[src/rtl/upa2_limc.sv]
// G.726 A2 pole-predictor coefficient update (UPA2) followed by the LIMC limiter.
// Start/done sequencer so one instance can be shared across channels.
//
// state | meaning
// IDLE  | waiting for start; captures inputs on start
// FA    | builds the saturated, sign-adjusted A1 term
// GRAD  | forms the gradient term UGA2
// SUM   | applies leakage and produces unlimited A2T
// LIMIT | clamps A2T into A2P and pulses done
module upa2_limc (
    input  logic        clk,
    input  logic        reset,
    input  logic        scan_in0,
    input  logic        scan_in1,
    input  logic        scan_in2,
    input  logic        scan_in3,
    input  logic        scan_in4,
    input  logic        scan_enable,
    input  logic        test_mode,
    output logic        scan_out0,
    output logic        scan_out1,
    output logic        scan_out2,
    output logic        scan_out3,
    output logic        scan_out4,
    input  logic        start,
    input  logic [15:0] A1,
    input  logic [15:0] A2,
    input  logic        PK0,
    input  logic        PK1,
    input  logic        PK2,
    input  logic        SIGPK,
    output logic        busy,
    output logic        done,
    output logic [15:0] A2P
);

    typedef enum logic [2:0] {IDLE, FA, GRAD, SUM, LIMIT} state_t;

    state_t      state_q;
    logic [15:0] a1_q, a2_q, a2t_q, a2p_q;
    logic        pk0_q, pk1_q, pk2_q, sigpk_q;
    logic [16:0] fa_q, uga2_q;
    logic        busy_q, done_q;

    logic        pks1, pks2;
    logic [16:0] fa1, fa_d, ugb, uga2_d;
    logic [15:0] ula2, a2t_d, a2p_d;

    // Scan chains are plain gated pass-throughs; silent in functional mode.
    assign scan_out0 = scan_enable & test_mode & scan_in0;
    assign scan_out1 = scan_enable & test_mode & scan_in1;
    assign scan_out2 = scan_enable & test_mode & scan_in2;
    assign scan_out3 = scan_enable & test_mode & scan_in3;
    assign scan_out4 = scan_enable & test_mode & scan_in4;

    always_comb begin
        pks1 = pk0_q ^ pk1_q;
        pks2 = pk0_q ^ pk2_q;
        if (!a1_q[15])
            fa1 = (a1_q <= 16'd8191) ? {a1_q[14:0], 2'b00} : 17'd32764;
        else
            fa1 = (a1_q >= 16'd57345) ? {a1_q[14:0], 2'b00} : 17'd98308;
        fa_d = pks1 ? fa1 : 17'(17'd0 - fa1);

        ugb = (pks2 ? 17'd114688 : 17'd16384) + fa_q;
        if (sigpk_q)
            uga2_d = 17'd0;
        else
            uga2_d = (ugb >> 7) + (ugb[16] ? 17'd126976 : 17'd0);

        // Leakage term: -(A2 >> 7) with sign extension for negative A2
        if (a2_q[15])
            ula2 = 16'(16'd0 - ((a2_q >> 7) + 16'd65024));
        else
            ula2 = 16'(16'd0 - (a2_q >> 7));
        a2t_d = 16'(a2_q + 16'(uga2_q + {1'b0, ula2}));

        if (a2t_q >= 16'd32768 && a2t_q <= 16'd53248)
            a2p_d = 16'd53248;
        else if (a2t_q >= 16'd12288 && a2t_q <= 16'd32767)
            a2p_d = 16'd12288;
        else
            a2p_d = a2t_q;
    end

    always_ff @(posedge clk or posedge reset) begin
        if (reset) begin
            state_q <= IDLE;
            a1_q    <= '0;
            a2_q    <= '0;
            pk0_q   <= 1'b0;
            pk1_q   <= 1'b0;
            pk2_q   <= 1'b0;
            sigpk_q <= 1'b0;
            fa_q    <= '0;
            uga2_q  <= '0;
            a2t_q   <= '0;
            a2p_q   <= '0;
            busy_q  <= 1'b0;
            done_q  <= 1'b0;
        end else begin
            case (state_q)
                IDLE: begin
                    done_q <= 1'b0;
                    if (start) begin
                        a1_q    <= A1;
                        a2_q    <= A2;
                        pk0_q   <= PK0;
                        pk1_q   <= PK1;
                        pk2_q   <= PK2;
                        sigpk_q <= SIGPK;
                        busy_q  <= 1'b1;
                        state_q <= FA;
                    end
                end
                FA: begin
                    fa_q    <= fa_d;
                    state_q <= GRAD;
                end
                GRAD: begin
                    uga2_q  <= uga2_d;
                    state_q <= SUM;
                end
                SUM: begin
                    a2t_q   <= a2t_d;
                    state_q <= LIMIT;
                end
                LIMIT: begin
                    a2p_q   <= a2p_d;
                    done_q  <= 1'b1;
                    busy_q  <= 1'b0;
                    state_q <= IDLE;
                end
                default: state_q <= IDLE;
            endcase
        end
    end

    assign busy = busy_q;
    assign done = done_q;
    assign A2P  = a2p_q;

endmodule

[config.mk]
export PLATFORM = sky130hd
export DESIGN_NAME = upa2_limc
export DESIGN_NICKNAME = d
export VERILOG_FILES = /design/src/rtl/upa2_limc.sv
export SDC_FILE = /design/constraint.sdc
export NUM_CORES = 1
export LEC_CHECK = 0
export BUFFER_PORTS_ARGS = -buffer_cell sky130_fd_sc_hd__buf_2
export CAP_MARGIN = 5
export CORE_UTILIZATION = 30
export DETAILED_ROUTE_END_ITERATION = 10
export PLACE_DENSITY = 0.52
export SETUP_SLACK_MARGIN = 0.4
export SLEW_MARGIN = 20
export SYNTH_ARGS = -nofsm -noshare
export SYNTH_HDL_FRONTEND = slang
export SYNTH_SLANG_ARGS = --single-unit
[constraint.sdc]
create_clock -name clk -period 3.64 [get_ports clk]
set_clock_uncertainty 0.15 [all_clocks]
set_input_delay 0.728 -clock clk [delete_from_list [all_inputs] [get_ports clk]]
set_output_delay 0.728 -clock clk [all_outputs]
set_load 0.05 [all_outputs]
## Word-level counts from Yosys, hierarchy flattened

Index checks and enable logic that the tools add are counted.

| word-level totals | value |
|---|---|
| register bits | 106 |

| operators by class | value |
|---|---|
| add/sub/neg operators | 8 |
| mux-type cells | 15 |
| $lt $le $gt $ge | 6 |
| reductions and logical operators | 6 |
| bitwise gates (word level) | 8 |
| eq/ne operators | 5 |

Operators by type and width:

| cell | count |
|---|---|
| $mux 17 | 5 |
| $mux 16 | 5 |
| $add 16x16->16 | 2 |
| $ge 16x16->1 const B | 2 |
| $add 17x17->17 | 1 |
| $sub 1x17->17 const A | 1 |
| $add 10x16->16 | 1 |
| $ge 16x14->1 const B | 1 |
| $le 16x13->1 const B | 1 |
| $le 16x15->1 const B | 1 |
| $le 16x16->1 const B | 1 |
| $pmux 3 s4 | 1 |
| $sub 1x11->12 const A | 1 |
| $add 10x10->11 const B | 1 |
| $sub 1x9->10 const A | 1 |
| $and 1x1->1 | 6 |
| $eq 3x2->1 const B | 2 |
| $pmux 1 s2 | 2 |
| $reduce_and 2->1 | 2 |
| $eq 3x1->1 const B | 1 |
| $eq 3x3->1 const B | 1 |
| $logic_not 3->1 | 1 |
| $mux 3 | 1 |
| $logic_and 1x1->1 | 2 |
| 4 further kinds | 5 |

## Longest topological paths before layout

Gate-level depths: netlist of the first run.

| logic depth | value |
|---|---|
| word-level depth | 6 |
| gate-level depth with buffers | 15 |
| depth with buffers taken out | 15 |

## Worst setup path before layout of the first run

Ideal clock, no wire load.

| timing | value |
|---|---|
| path type | register to register |
| start | register a2_q[7] |
| end | register a2t_q[14] |
| data required time | 3.361 ns |
| data arrival time | 3.290 ns |
| path slack | 0.072 ns |
| clock period less this slack | 3.568 ns |
| stages on the path, launching flop included | 15 |
| cells stage by stage | dfrtp_1 -> inv_1 -> ha_1 -> nand2_1 -> or3_1 -> nor3_1 -> xnor2_1 -> fa_1 -> ha_1 -> inv_1 -> a21oi_1 -> a211o_1 -> a2111oi_0 -> nor4_1 -> nand3b_1 |

| between the ends | value |
|---|---|
| longest elaborated chain between the ends | 5 |
| elaborated cells between the ends (all ways) | 6 |
| those cells by class | add/sub: 5; mux: 1 |

RTL lines:

| element | RTL line | source |
|---|---|---|
| start, declared | 40 | `logic [15:0] a1_q, a2_q, a2t_q, a2p_q;` |
| start signal, assigned | 90 | `a2_q <= '0;` |
| start signal, assigned | 107 | `a2_q <= A2;` |
| $add 10x10->11 | 73 | `ula2 = 16'(16'd0 - ((a2_q >> 7) + 16'd65024));` |
| $sub 1x11->12 | 73 |  |
| $mux 16 | 72 | `if (a2_q[15])` |
| $add 16x16->16 | 76 | `a2t_d = 16'(a2_q + 16'(uga2_q + {1'b0, ula2}));` |
| $add 16x16->16 * | 76 |  |
| end signal, assigned | 125 | `a2t_q <= a2t_d;` |
| end, declared | 40 |  |

Every way passes the cells marked *; elsewhere a longest branch is shown, timed or not.
A chain may end at the register's enable or synchronous reset.

## Worst setup path in the final report of the first run

| timing | value |
|---|---|
| start | register a2_q[7] |
| end | register a2t_q[13] |

The elaborated chain is that of the path after synthesis.

==> results_dict.tcl, run 1 <==
set metrics [dict create \
    outcome "complete, no violations" \
    ys.warnings.count 0 \
    cts-buffers-inserted 9 \
    floorplan.io_pins 69 \
    synth_ff_type "dfrtp_1" \
    die_height_um 134 \
    synthesis.area_um2 5190 \
    worst_setup_path_start_kind "register" \
    postSynthRegisterBits 93 \
    firstDrtPassIters 4 \
    timing.critical_path.required_ns 3.74 \
    synth_top_cells_by_area "dfrtp_1 45%, fa_1 5.8%, mux2_2 4.8%" \
    floorplan.die.width_um 134 \
    num_rows 47 \
    area_growth_pct 21.9 \
    cts.root.buffer_cell "clkbuf_16" \
    grt_setup_unrepaired "yes" \
    core_area_um2 16800 \
    synthesized_area_fraction_occupied_by_xor_and_xnor_cells 0.0439 \
    totalNegativeSetupSlack_ns 0 \
    number_of_sinks_handled_by_clock_tree_synthesis 93 \
    dominant_combinational_cell_family_by_area_after_synthesis "compound AO/OA/AOI/OAI gates" \
    max-clock-path-buffers 2 \
    critical_path_arrival_ns 3.59 \
    setup.worst_path.end_class "register" \
    layout.nets 656 \
    die_area_um2 17800 \
    postRouteWirelength_mm 11.6 \
    slowest_stage "fa_1" \
    synthesis.nets 578 \
    synth_top_cell_by_area "dfrtp_1" \
    global_route.usage.total 0.140 \
    number_of_global_route_vias_before_repair 3996 \
    detailroute.via_count 3877 \
    yosys-top-cells-count "93 x dfrtp_1, 60 x nand2_1, 37 x o21ai_0, 25 x inv_1, 22 x mux2_2" \
    antenna_found_initial 0 \
    yosys.area_share.simple 0.139 \
    io_buffers 68 \
    drcViolationCount 0 \
    worst-setup-path-type "reg -> reg" \
    ys_types 56 \
    fmax_mhz 287 \
    path_buf_inv 1 \
    slowest_delay_ns 0.59 \
    start_util 0.310 \
    yosys.cell_count.top_type "dfrtp_1" \
    htree_num_levels 3 \
    worst_slew_pin_slew_ns 1.03 \
    place_congestion 0.816 \
    path_max_fanout 5 \
    max_slew_violation_count 0 \
    post_synth_mux_area_share 0.0629 \
    max-slew-margin-rel 0.311 \
    post_synth.cell_area_avg_um2 10.4 \
    setup_viol_count_final 0 \
    yosysSeqAreaShare 0.448 \
    cts_tree "built" \
    post-route-period-util 0.959 \
    cpMostUsedCell "ha_4" \
    synth_cells 499 \
    worstHoldPathType "reg -> reg" \
    asyncSetResetFlopFracSynth 1.00 \
    critPathTopFamily "compound AO/OA/AOI/OAI gates" \
    diodes 0 \
    wl_per_cell_um 14.5 \
    detailed_place_hpwl_mm 8.78 \
    synth_top_area_frac 0.448 \
    max-cap-violations 0 \
    drt_iter0_markers 156 \
    fraction_of_the_mapped_netlist_area_in_compound_gates 0.169 \
    final_util 0.377 \
    layout-drive-gt1-share 0.272 \
    drt.antenna.violating_nets 0 \
    globalRouteOverflowTotal 0 \
    layout_min_cycle_time_ns 3.49 \
    worst_skew_pair.late_latency_ns 0.35 \
    setup.reg_to_reg.worst_slack_ns 0.15 \
    largest_net_degree_at_the_start_of_global_routing 64 \
    synthAdderAreaFrac 0.101 \
    synth-edff-count 0 \
    report.final.hold_viol_count 0 \
    path_clk_slew_ns 0.07 \
    global_route_wire_length_before_repair_mm 19.6 \
    worstPathCellList "inv_2 > ha_4 > nand2_1 > or3_4 > nor3_4 > xnor2_2 > fa_1 > ha_4 > a21oi_4 > a21o_1 > a31oi_2 > o31a_1 > o21a_1 > o311ai_1" \
    viasPerCell 4.84 \
]
## worst min-delay path, stage by stage, from the launching register on
cell and delay, ns:
dfrtp_1 0.34, nand2_1 0.04, o21ai_0 0.06
## path summary, 6_finish.rpt
path                                      from                     to  depth (start not counted)
max                        a2_q[7]$_DFFE_PP0P_  a2t_q[13]$_DFFE_PP0P_                         14
min                        A2P[13]$_DFFE_PP0P_    A2P[13]$_DFFE_PP0P_                          2
max reg2reg                a2_q[7]$_DFFE_PP0P_  a2t_q[13]$_DFFE_PP0P_                         14
min reg2reg                A2P[13]$_DFFE_PP0P_    A2P[13]$_DFFE_PP0P_                          2
max in group asynchronous                reset   a1_q[15]$_DFFE_PP0P_                          3
min in group asynchronous                reset  a2t_q[11]$_DFFE_PP0P_                          2
## layout make-up
cell class | count | area (um2)
Clock inverter | 2 | 10.0
Tap cell | 220 | 275
Sequential cell | 93 | 2330
Inverter | 25 | 97.6
Multi-Input combinational cell | 360 | 2860
Clock buffer | 13 | 250
Timing Repair Buffer | 88 | 503
Fill cell | 1649 | 10400
## state kept, by name, summed over array words and instances, names as in the netlist
signal and cells:
A2P 16, a1_q 16, a2_q 16, a2t_q 16, fa_q 10, uga2_q 10, state_q 3, busy 1
done 1, pk0_q 1, pk1_q 1, pk2_q 1, sigpk_q 1
## stage by stage
| step | setup slack, ns | cell area [um2] | hold slack [ns] | cells |
|---|---|---|---|---|
| final | 0.150 | 6330 | 0.322 | 801 |
| after global routing | -0.0276 | 6330 | 0.343 | 801 |
| after CTS | 0.146 | 6260 | 0.332 | 799 |
| after detailed placement | 0.00262 | 5840 | 0.318 | 774 |
| after global placement | 0.131 | 5840 | 0.307 | 774 |
| after floorplan | 0.262 | 5240 | 0.300 | 499 |
## cell usage in the layout (no fill, tap or decap), drive strengths merged, types with 2 or more instances in the layout
cell type / instances
a22o: 14
xnor2: 17
a21oi: 21
mux2: 29
o21bai: 2
or4: 3
nand3: 7
o211ai: 7
a21o: 6
o21ai: 42
buf: 88
xor2: 9
or3: 2
fa: 15
clkinv: 2
nor2: 20
o31ai: 8
a31o: 2
and3: 6
clkbuf: 13
nor3: 8
nand2: 61
o31a: 2
nor3b: 8
nand2b: 12
nand4: 2
a31oi: 4
ha: 18
a211oi: 6
inv: 24
dfrtp: 93
o21a: 7
nand3b: 2
nor4b: 2
nor4: 6
## kinds of logic (layout without fill, tap and decap cells)
kind of cell,Yosys count,count (layout)
flops,93,93
xor+xnor,26,26
simple gates,141,141
compound gates,131,131
buf+inv,46,128
mux,29,29
fa+ha+maj,33,33
## per-layer routing
layer  GRT usage  part of all wire
met5           0                 0
met4      0.0537             0.018
met3      0.0369             0.032
met2       0.236              0.50
met1       0.171              0.45
## timing repair
action                                  CTS  global route
gates resized for setup                  15            11
endpoints found under the setup margin    6             8
buffers inserted                         10             2
hold endpoints to repair                  0             0
pin swaps                                14            12
hold buffers                              0             0
gates cloned                              0             0
Power of run 1 is not shown: default switching activity piles up to over one toggle a cycle in this logic, so the estimate is an artifact.
==> run 2, diff against run 1 <==
- PLACE_DENSITY: 0.52 -> 0.53
==> run 2 against run 1 <==
  * Core utilization is essentially flat
  * Non-clock buffer count fell by 2
  * Sequential share of layout area barely moved
  * Cell area hardly changed
  * Cell count down 0.25%
  * Fmax is 1.1% lower
==> results_dict.tcl, run 2 (synthesis gave the netlist of run 1 again) <==
set metrics [dict create \
    path_clk_slew_ns 0.07 \
    use_met2 0.242 \
    max-cap-violations 0 \
    firstDrtPassIters 4 \
    pre_cts_setup_slack_ns 0.0406 \
    floorplan.die.width_um 134 \
    cts.root.buffer_cell "clkbuf_16" \
    hold_depth 2 \
    post-route-period-util 0.969 \
    number_of_sinks_handled_by_clock_tree_synthesis 93 \
    max_slew_violation_count 0 \
    globalRouteMet3Util 0.0323 \
    detailroute.via_count 3867 \
    path_buf_inv 0 \
    setup.reg_to_reg.worst_slack_ns 0.11 \
    whs_ns 0.323 \
    mostFrequentLayoutCell "dfrtp_1" \
    drcViolationCount 0 \
    critical_path_arrival_ns 3.60 \
    postRouteWirelength_mm 11.7 \
    global_route.usage.total 0.141 \
    grtUsageMet1 0.175 \
    path_max_fanout 3 \
    outcome "complete, no violations" \
    fillers 1703 \
    fmax_mhz 284 \
    globalRouteOverflowTotal 0 \
    viasPerCell 4.84 \
    global_route_wire_length_before_repair_mm 20.3 \
    worstHoldPathType "reg -> reg" \
    timing.critical_path.required_ns 3.71 \
    critPathTopFamily "compound AO/OA/AOI/OAI gates" \
    worst-setup-path-type "reg -> reg" \
    die_area_um2 17800 \
    worst_slew_pin_slew_ns 1.05 \
    setup_viol_count_final 0 \
    htree_num_levels 3 \
    worst_setup_path_start_kind "register" \
    globalRoute.busiestLayer "met2" \
    worstRegToRegCells 13 \
    drt.antenna.violating_nets 0 \
    max-clock-path-buffers 2 \
    layout-drive-gt1-share 0.276 \
    layout.cells.non_filler 799 \
    drt_iter0_markers 215 \
    area_growth_pct 21.9 \
    number_of_global_route_vias_before_repair 4167 \
    most-common-layout-cells "93 x dfrtp_1, 68 x buf_2, 60 x nand2_1, 36 x o21ai_0, 21 x mux2_2" \
    regArea_um2 2330 \
    footprint_of_the_multi_input_gates_um2 2870 \
    slowest_delay_ns 0.49 \
    diodes 0 \
    worstPathCellList "nor2_2 > nand3_2 > or3_4 > nor2_4 > xnor2_2 > fa_1 > ha_4 > a21oi_4 > o211ai_1 > a211o_1 > a2111oi_4 > nor4_2 > nand3b_1" \
    cts_hold_buffers 0 \
    setup.worst_path.end_class "register" \
    critical_path_depth 13 \
    cts_tree "built" \
    layout_min_cycle_time_ns 3.53 \
    timing.final.ws_setup_ns 0.113 \
    antenna_found_initial 0 \
    core_area_um2 16800 \
    cts-buffers-inserted 9 \
    largest_net_degree_at_the_start_of_global_routing 59 \
    worst_skew_pair.late_latency_ns 0.34 \
    layout.nets 654 \
    dp.cells 774 \
    floorplan.io_pins 69 \
    io_buffers 68 \
    grt_setup_unrepaired "yes" \
    final_util 0.378 \
    detailed_place_hpwl_mm 8.62 \
    wl_per_cell_um 14.6 \
    place_congestion 0.826 \
    slowest_stage "fa_1" \
    die_height_um 134 \
    num_rows 47 \
    start_util 0.310 \
    max-slew-margin-rel 0.294 \
    report.final.hold_viol_count 0 \
]
run 2: path summary, 6_finish.rpt:
kind                                 startpoint               endpoint
min reg2reg                 A2P[13]$_DFFE_PP0P_    A2P[13]$_DFFE_PP0P_
max                        a2_q[10]$_DFFE_PP0P_  a2t_q[14]$_DFFE_PP0P_
min                         A2P[13]$_DFFE_PP0P_    A2P[13]$_DFFE_PP0P_
max reg2reg                a2_q[10]$_DFFE_PP0P_  a2t_q[14]$_DFFE_PP0P_
min in group asynchronous                 reset     A2P[2]$_DFFE_PP0P_
max in group asynchronous                 reset   a2_q[15]$_DFFE_PP0P_
run 2: area by class of cell:
type                    count  area share
inverters                  25      0.0154
clock inverters             5     0.00593
clock buffers              10      0.0362
well taps                 220      0.0435
flip-flops and latches     93       0.368
repair buffers             86      0.0771
multi-input cells         360       0.454
run 2: repair_timing:
item / in CTS / in global routing
setup endpoints to repair: 6 / 9
resized for setup: 21 / 8
cloned: 0 / 0
hold endpoints to repair: 0 / 0
pin swaps: 12 / 7
buffers inserted: 9 / 1
run 2: metal layers:
| layer | share of wire | wire, um |
|---|---|---|
| met1 | 0.44 | 5150 |
| met2 | 0.50 | 5840 |
| met5 | 0 | 0 |
| met4 | 0.013 | 152 |
| met3 | 0.044 | 514 |
run 2: worst reg2reg max path, cell delays in order, from the launching register on:
cell,delay [ns]
dfrtp_1,0.39
nor2_2,0.14
nand3_2,0.10
or3_4,0.36
nor2_4,0.12
xnor2_2,0.14
fa_1,0.49
ha_4,0.29
a21oi_4,0.18
o211ai_1,0.13
a211o_1,0.34
a2111oi_4,0.34
nor4_2,0.09
nand3b_1,0.16
run 2: stage by stage:
step	cell area (um2)	TNS, ns
final	6330	0
after floorplan	5240	0
after CTS	6280	0
after global placement	5840	0
after global routing	6330	-0.0403
after detailed placement	5840	0
Power of run 2 is left out for the same reason.
==> run 3, diff against run 2 <==
- CELL_PAD_IN_SITES_DETAIL_PLACEMENT: unset -> 1
- CELL_PAD_IN_SITES_GLOBAL_PLACEMENT: unset -> 1
- PLACE_DENSITY: 0.53 -> 0.61
- clock period: 3.64 -> 3.6 ns (I/O delays scaled with it)
==> run 3 against run 2 <==
  * First-iteration DRC count fell by 37%
  * Cell count rose by 0.13%
  * Cell area increased by 1.1%
  * Sequential share of layout area decreased by 0.40 points
  * Count of clock-buffer cells in the layout grew 1
  * Fmax shrank 0.69%
  * Setup slack worse by 0.064 ns
  * Core utilization grew 0.41 points
  * Register-to-register slack got worse by 0.06 ns
  * Critical path depth up 1
  * Hold slack got worse by 0.00086 ns
  * Via count rose by 1.4%
==> results_dict.tcl, run 3 (synthesis gave the netlist of run 1 again) <==
set metrics [dict create \
    outcome "complete, no violations" \
    worst_setup_path_startpoint "a2_q[10]$_DFFE_PP0P_" \
    die_height_um 134 \
    path_max_fanout 4 \
    max-clock-path-buffers 2 \
    setup_viol_count_final 0 \
    layout-drive-gt1-share 0.276 \
    global_route.usage.total 0.154 \
    antenna_found_initial 0 \
    worst_skew_pair.late_latency_ns 0.35 \
    drt.antenna.violating_nets 0 \
    detailed_place_hpwl_mm 9.45 \
    htree_num_levels 3 \
    critical_path_arrival_ns 3.63 \
    timing.critical_path.required_ns 3.67 \
    core_area_um2 16800 \
    worst_slew_pin_slew_ns 0.711 \
    diodes 0 \
    num_rows 47 \
    die_area_um2 17800 \
    worst-setup-path-type "reg -> reg" \
    globalRouteOverflowTotal 0 \
    max_slew_violation_count 0 \
    floorplan.io_pins 69 \
    fmax_mhz 282 \
    whs_ns 0.323 \
    wl_per_cell_um 15.9 \
    grt_setup_unrepaired "yes" \
    fillers 1874 \
    r2r_end "a2t_q[14]$_DFFE_PP0P_" \
    max-slew-margin-rel 0.524 \
    start_util 0.310 \
    cts.root.buffer_cell "clkbuf_16" \
    drcViolationCount 0 \
    most-common-layout-cells "93 x dfrtp_1, 68 x buf_2, 59 x nand2_1, 37 x o21ai_0, 22 x mux2_2" \
    layout_min_cycle_time_ns 3.55 \
    path_clk_slew_ns 0.07 \
    drt_iter0_markers 135 \
    worstHoldPathType "reg -> reg" \
    postPlaceCellArea_um2 5850 \
    timing.final.ws_setup_ns 0.0485 \
    number_of_global_route_vias_before_repair 4146 \
    setup.reg_to_reg.worst_slack_ns 0.05 \
    number_of_sinks_handled_by_clock_tree_synthesis 93 \
    global_route_wire_length_before_repair_mm 21.3 \
    stdcell_area_um2 6400 \
    detailroute.via_count 3921 \
    worstRegToRegCells 14 \
    report.final.hold_viol_count 0 \
    area_growth_pct 23.3 \
    pre_cts_setup_slack_ns -0.0684 \
    endpoint "a2t_q[14]$_DFFE_PP0P_" \
    max-cap-violations 0 \
    post-route-period-util 0.987 \
    final_util 0.382 \
    postRouteWirelength_mm 12.7 \
    setup.worst_path.end_class "register" \
    largest_net_degree_at_the_start_of_global_routing 94 \
    worst_setup_path_start_kind "register" \
    r2r_start "a2_q[10]$_DFFE_PP0P_" \
    place_congestion 0.825 \
    viasPerCell 4.90 \
    cts-buffers-inserted 9 \
    layout.nets 654 \
    mostFrequentLayoutCell "dfrtp_1" \
    cts_tree "built" \
    floorplan.die.width_um 134 \
    io_buffers 68 \
    firstDrtPassIters 4 \
    hold_depth 2 \
]
==> run 3: cell count changes in the layout (fill, tap and decap cells not counted), sizes merged <==
cell,previous run,this run
clkinvlp,3,1
bufinv,0,2
clkbuf,10,11
==> run 3: how the worst min path moves through the flow <==
stage | to | from | slack [ns]
floorplan | fa_q[7]$_DFFE_PP0P_ | fa_q[7]$_DFFE_PP0P_ | 0.30
global placement | A2P[13]$_DFFE_PP0P_ | A2P[13]$_DFFE_PP0P_ | 0.31
detailed placement | A2P[13]$_DFFE_PP0P_ | A2P[13]$_DFFE_PP0P_ | 0.32
CTS | A2P[13]$_DFFE_PP0P_ | A2P[13]$_DFFE_PP0P_ | 0.33
global route | A2P[13]$_DFFE_PP0P_ | A2P[13]$_DFFE_PP0P_ | 0.35
finish | A2P[13]$_DFFE_PP0P_ | A2P[13]$_DFFE_PP0P_ | 0.32
==> run 3: final cells by class <==
type                    count  area (um2)  share of cell area
repair buffers             86         492              0.0769
multi-input cells         360        2880               0.450
flip-flops and latches     93        2330               0.364
well taps                 220         275              0.0430
clock buffers              11         243              0.0379
inverters                  25        97.6              0.0153
clock inverters             5        82.6              0.0129
==> run 3: critical path, stage by stage (launching register included) <==
cell       delay, ns
dfrtp_1         0.40
nor2_2          0.15
nand3_2         0.09
or3_4           0.36
nor2_4          0.12
xnor2_2         0.13
fa_1            0.48
ha_4            0.28
buf_4           0.15
nand2_1         0.09
a21oi_2         0.06
a211o_1         0.34
a2111oi_4       0.38
nor4_1          0.07
nand3b_1        0.16
==> run 3: repair_timing <==
item | 4_1_cts | 5_1_grt
setup buffers | 7 | 3
gates resized for setup | 19 | 6
setup endpoints to repair | 6 | 8
pin swaps | 14 | 7
hold buffers | 0 | 0
==> run 3: per-stage QoR <==
step           cells  TNS [ns]
2_1_floorplan    499         0
3_3_place_gp     774         0
3_5_place_dp     774    -0.125
4_1_cts          797         0
5_1_grt          800    -0.247
6_report         800         0
==> run 3: layer usage <==
layer | vias to the layer above | part of all wire | GRT usage
li1 | 1916 | - | -
met1 | 1940 | 0.43 | 0.171
met2 | 50 | 0.53 | 0.286
met3 | 15 | 0.027 | 0.0350
met4 | 0 | 0.016 | 0.0524
met5 | - | 0 | 0
Power of run 3 is left out for the same reason.
